### src/rtl/bitno_stage_pkg.sv
// Shared constants and occupancy-state type for the BitNo stage FIFO.
package bitno_stage_pkg;

  localparam int DEFAULT_BITNO = 7;
  localparam int DEFAULT_DEPTH = 4;

  typedef enum logic [1:0] {
    EMPTY   = 2'd0,
    PARTIAL = 2'd1,
    FULL    = 2'd2
  } occ_state_e;

endpackage

### src/rtl/bitno_stage_fifo.sv
// First-word-fall-through FIFO that buffers [BitNo:0] words ahead of the
// BitNo stage. InReady depends only on registered pointers, never on OutReady.
module bitno_stage_fifo
  import bitno_stage_pkg::*;
#(
  parameter int BitNo = DEFAULT_BITNO,
  parameter int Depth = DEFAULT_DEPTH,
  localparam int AW   = $clog2(Depth)
) (
  input  logic           Clock,
  input  logic           Reset,
  input  logic           InValid,
  output logic           InReady,
  input  logic [BitNo:0] InData,
  output logic           OutValid,
  input  logic           OutReady,
  output logic [BitNo:0] OutData,
  output logic [AW:0]    Count,
  output logic           Overflow
);

  localparam logic [AW:0] DepthCnt = (AW+1)'(Depth);

  if ((Depth < 2) || ((Depth & (Depth - 1)) != 0)) begin : g_bad_depth
    $error("bitno_stage_fifo: Depth must be a power of two and >= 2");
  end

  logic [Depth-1:0][BitNo:0] mem_q, mem_d;
  logic [AW:0]               wp_q, wp_d;
  logic [AW:0]               rp_q, rp_d;
  logic                      ovf_q, ovf_d;
  logic                      full, empty, wr_en, rd_en;
  occ_state_e                occ;

  always_comb begin
    // Extra wrap bit distinguishes full from empty when the indices match.
    full  = (wp_q[AW] != rp_q[AW]) && (wp_q[AW-1:0] == rp_q[AW-1:0]);
    empty = (wp_q == rp_q);
    wr_en = InValid && !full;
    rd_en = !empty && OutReady;

    mem_d = mem_q;
    if (wr_en) mem_d[wp_q[AW-1:0]] = InData;
    wp_d  = wr_en ? wp_q + 1'b1 : wp_q;
    rp_d  = rd_en ? rp_q + 1'b1 : rp_q;
    ovf_d = ovf_q || (InValid && full);
  end

  always_ff @(posedge Clock) begin
    if (Reset) begin
      mem_q <= '0;
      wp_q  <= '0;
      rp_q  <= '0;
      ovf_q <= 1'b0;
    end else begin
      mem_q <= mem_d;
      wp_q  <= wp_d;
      rp_q  <= rp_d;
      ovf_q <= ovf_d;
    end
  end

  assign InReady  = !full;
  assign OutValid = !empty;
  assign OutData  = mem_q[rp_q[AW-1:0]];
  assign Count    = wp_q - rp_q;
  assign Overflow = ovf_q;

  always_comb begin
    occ = PARTIAL;
    if (Count == '0)           occ = EMPTY;
    else if (Count == DepthCnt) occ = FULL;
  end

  always_ff @(posedge Clock) begin
    if (!Reset) begin
      assert ((occ == FULL) == full);
      assert ((occ == EMPTY) == empty);
    end
  end

endmodule

### config.mk
export PLATFORM = sky130hd
export DESIGN_NAME = bitno_stage_fifo
export DESIGN_NICKNAME = d
export VERILOG_FILES = /design/src/rtl/bitno_stage_pkg.sv /design/src/rtl/bitno_stage_fifo.sv
export SDC_FILE = /design/constraint.sdc
export NUM_CORES = 1
export LEC_CHECK = 0
export BUFFER_PORTS_ARGS = -buffer_cell sky130_fd_sc_hd__buf_2
export CAP_MARGIN = 30
export CORE_MARGIN = 1
export CORE_UTILIZATION = 30
export DETAILED_ROUTE_END_ITERATION = 10
export SYNTH_ARGS = -nofsm -noshare
export SYNTH_HDL_FRONTEND = slang
export SYNTH_SLANG_ARGS = --single-unit
### constraint.sdc
create_clock -name Clock -period 2.59 [get_ports Clock]
set_input_delay 0.518 -clock Clock [delete_from_list [all_inputs] [get_ports Clock]]
set_output_delay 0.518 -clock Clock [all_outputs]
set_load 0.005 [all_outputs]
# Word-level counts from Yosys, hierarchy flattened
# Index checks and enable logic that the tools add are counted.
# op_classes
addsub,3
magnitude_cmp,3
n_eq_ne,3
muxes,5
reduce_logical,8
# ops
op,n
32-bit bitwise mux,1
8-bit binary-select mux with 2-bit select,1
8-bit demux with 2-bit select,1
8-bit 2-to-1 mux,2
3-bit by 1-bit adder with 3-bit output (second input constant),2
2-bit by 3-bit < comparator with 1-bit output (second input constant),2
1-bit logical AND,5
3-bit equality test,1
3-bit subtractor,1
2-bit equality test,1
2-bit by 1-bit greater-or-equal comparator with 1-bit output (second input constant),1
1-bit logical NOT,2
1-bit logical OR,1
1-bit inequality test,1
# word_totals
ff_bits,39
inputBits,12
out_inout_bits,14
elab_cells,29

# Longest topological paths before layout
# logic_depth
depth_word,5
ltp_mapped,7
ltp_nobuf,5

# Least setup slack after synthesis
# OpenSTA, ideal clock, no wires.
# synth_timing
kind,reg-to-reg
from,register rp_q[1]
to,register rp_q[0]
arrival_time_ps,1876
required_time_ps,2469
slack_ps,593
path_stages_with_launch,8
path_cell_list,dfxtp_1 -> buf_2 -> inv_1 -> ha_1 -> and2_0 -> clkbuf_1 -> a21boi_0 -> mux2_2
# synth_between
elab_chain_cells,3
# synth_rtl
element,line,text
start: declaration,bitno_stage_fifo.sv:30,"logic [AW:0] rp_q, rp_d;"
start signal: assignment,bitno_stage_fifo.sv:58,rp_q <= rp_d;
3-bit equality test,bitno_stage_fifo.sv:38,empty = (wp_q == rp_q);
1-bit logical NOT,bitno_stage_fifo.sv:40,rd_en = !empty && OutReady;
1-bit logical AND,bitno_stage_fifo.sv:40,
# No other way between the ends.
# A chain may end at the register's enable or synchronous reset.

# Worst setup path after layout
# layout_timing
from,register wp_q[0]
to,output port OutValid
# layout_between
elab_chain_cells,2
# layout_rtl
element,line,text
start: declaration,bitno_stage_fifo.sv:29,"logic [AW:0] wp_q, wp_d;"
start signal: assignment,bitno_stage_fifo.sv:57,wp_q <= wp_d;
3-bit equality test,bitno_stage_fifo.sv:38,
1-bit logical NOT,bitno_stage_fifo.sv:64,assign OutValid = !empty;
end: declaration,bitno_stage_fifo.sv:15,"output logic OutValid,"
# No other way between the ends.

==> flow_metrics.tcl <==
set metrics [dict create \
    final_cell_mix "nand2_1 (43), dfxtp_1 (39), mux2i_1 (32)" \
    setup_tns_ns 0 \
    synth_cell_types 33 \
    netlist_area_sq_mm 0.001903 \
    cpPeakStageDelay_ns 0.42 \
    skew_ns 0.004541 \
    cts_root_buf "clkbuf_8" \
    synth_top_family_by_area "multiplexers" \
    overflow 0 \
    path_max_fanout 7 \
    synth_compound_gate_area_share_pct 7.890 \
    initial_utilization_pct 31.58 \
    fin_cells 282 \
    cts.path.max_buffers 2 \
    final_antenna_net_count 0 \
    p_per_area_mw_per_mm2 656.7 \
    antenna_found_initial 0 \
    synthSimpleGateAreaFrac_pct 11.77 \
    muxShareOfSynthArea_pct 28.27 \
    grt-busiest-layer "met2" \
    gp_congestion 0.8198 \
    finalSetupViolations 0 \
    grt.total_usage_pct 13.38 \
    reg2reg_from "wp_q[0]" \
    cp_slowest_cell "and2_0" \
    r2r_slack_ns 0.62 \
    synth_nets 199 \
    final_util_pct 36.42 \
    grt_max_degree 41 \
    cp.required_ns 2.07 \
    finalCritPeriodShare_pct 89.35 \
    use_met2_pct 21.50 \
    cts.sinks 39 \
    io_buffer_count 25 \
    register_area_sq_um 780.7 \
    clk_latency_ns 0.29 \
    min_period_ns 2.314 \
    synthXorXnorAreaFrac_pct 1.775 \
    max_slew_margin_pct 58.34 \
    cp.buffers_inverters 2 \
    layout_commonest_cell "nand2_1" \
    endpoint_kind "primary output" \
    antenna_cells 0 \
    fmax_mhz 432.1 \
    areaGrowthSynthToFinish_pct 15.32 \
    chipWidth_um 81.65 \
    htree_levels 2 \
    wire_per_inst_um 13.98 \
    max_cap_viol_count 0 \
    drtIter0Drc 94 \
    multi_input_area_sq_mm 0.001054 \
    die-area_sq_mm 0.006666 \
    vias_per_cell 4.762 \
    cp_top_family "simple AND/OR/NAND/NOR gates" \
    first_pass_iters 3 \
    dpl_cell_area_sq_mm 0.002110 \
    tightest_slew_ns 0.6227 \
    cp_cell_sequence "inv_1, ha_1, and2_0, nand2_1, buf_2" \
    worstSetupPathType "register to primary output" \
    rows 28 \
    yosys_warnings 0 \
    dpl.cell_count 274 \
    post-route-drc-count 0 \
    hold_buffers 0 \
    wl_mm 3.943 \
    final_cell_area_sq_mm 0.002195 \
    synthCells 179 \
    tritoncts "built" \
    yosys.area_share.adder_pct 5.654 \
    vdd_ir_drop_max_mv 0.2488 \
    min_from "mem_q[10]" \
    ys_ff_latch 39 \
    grt_pass1_vias 1376 \
    grt_pass1_wl_mm 6.589 \
    ys_seq_area_share_pct 41.03 \
    grtUsageMet1_pct 16.55 \
    via_count 1343 \
    hold_violations 0 \
    leakage_nw 1.004 \
    hold_class "register to register" \
    io_pins 26 \
    clkTransAtPathRegs_ns 0.08 \
    drive_gt1_share_pct 26.57 \
    gr-usage-met3_pct 4.000 \
    cts_made_buffers 5 \
    nNetsFinal 226 \
    slew_viol_final 0 \
    syn_area_per_cell_sq_um 10.63 \
    die_h_um 81.65 \
    fillers 639 \
    crit_start "wp_q[0]" \
    cp-start-kind "register" \
    rsz0062_at_grt "no" \
    core_area_sq_mm 0.006026 \
    post_cts_buffers 0 \
    dpl.hpwl_mm 2.643 \
    status "finished clean" \
    ctsResizeCount 0 \
    worstPathArrival_ns 1.80 \
]
==> logic make-up after synthesis <==
kind of cell               after synthesis
AOI/OAI and AO/OA                       16
adders and majority gates                8
buffers and inverters                   16
xor gates and xnor gates                 3
DFF                                     39
muxes                                   43
and+or+nand+nor                         54
==> stage by stage <==
| stage | worst slack [ns] | total power [mW] | hold slack (ns) |
|---|---|---|---|
| after floorplan | 0.5932 | 0.9282 | 0.4315 |
| after global placement | 0.6565 | 1.048 | 0.4425 |
| after detailed placement | 0.6111 | 1.052 | 0.4503 |
| after CTS | 0.2631 | 1.458 | 0.4627 |
| after global routing | 0.1038 | 1.530 | 0.4829 |
| final | 0.2759 | 1.441 | 0.4567 |
==> worst register-to-register path, delay by kind of cell (launching register included) <==
kind / cells / cell delay, ns
AO/OA/AOI/OAI: 1 / 0.46
flip-flops: 1 / 0.38
buffers and inverters: 2 / 0.35
adder cells (fa/ha/maj): 1 / 0.33
AND/OR/NAND/NOR: 1 / 0.21
multiplexers: 1 / 0.18
==> report_power, final <==
| group | leakage, nW | internal, mW | total [mW] | switching [mW] |
|---|---|---|---|---|
| Sequential | 0.317 | 0.637 | 0.658 | 0.0210 |
| Clock | 0.0412 | 0.188 | 0.403 | 0.215 |
| Combinational | 0.646 | 0.166 | 0.380 | 0.215 |
| Total | 1.00 | 0.990 | 1.44 | 0.451 |
==> path summary, 6_finish.rpt <==
path                             endpoint  depth (start not counted)
worst min-delay path            mem_q[10]                          2
worst min register to register  mem_q[10]                          2
worst max-delay path             OutValid                          5
worst max register to register  mem_q[24]                          6
==> sequential cells by signal (all words and copies together) (netlist names) <==
| signal | count |
|---|---|
| mem_q | 32 |
| Overflow | 1 |
| rp_q | 3 |
| wp_q | 3 |
==> cell type report <==
cell class,count,share of cell area (%)
clock buffer,6,3.307
clock inverter,2,0.5701
inverter,7,1.197
multi-input combinational,124,48.00
sequential,39,35.58
tap,75,4.276
timing repair buffer,29,7.070
==> cell usage after synthesis <==
cell type   n  area, sq um
nand2_1    43        161.4
dfxtp_1    39        780.8
mux2i_1    32        320.3
mux4_2      8        180.2
clkbuf_1    7        26.28
ha_1        7        87.58
inv_1       6        22.52
nor2_1      5        18.77
a21boi_2    3        33.78
and2_1      2        12.51
mux2_2      2        22.52
nor2b_1     2        12.51
o2111ai_1   2        17.52
o31ai_1     2        15.01
a211o_1     1        8.760
a21boi_0    1        7.510
a31oi_1     1        6.260
and2_0      1        6.260
and4bb_2    1        12.51
buf_2       1        5.000
buf_6       1        11.26
clkinv_1    1        3.750
fa_1        1        20.02
mux2_4      1        15.01
o211ai_2    1        12.51
o211ai_4    1        21.27
o21ai_0     1        5.000
o21ai_1     1        5.000
o21ai_2     1        8.760
o311ai_0    1        8.760
xnor2_1     1        8.760
xnor2_2     1        16.27
xor2_1      1        8.760
==> metal layers <==
metal,vias to the layer above,part of all wire (%)
met5,-,0
met4,0,1.1
met3,4,3.7
met2,18,47
met1,645,48
li1,676,-
Note: power is estimated with default switching activity, not from simulation.
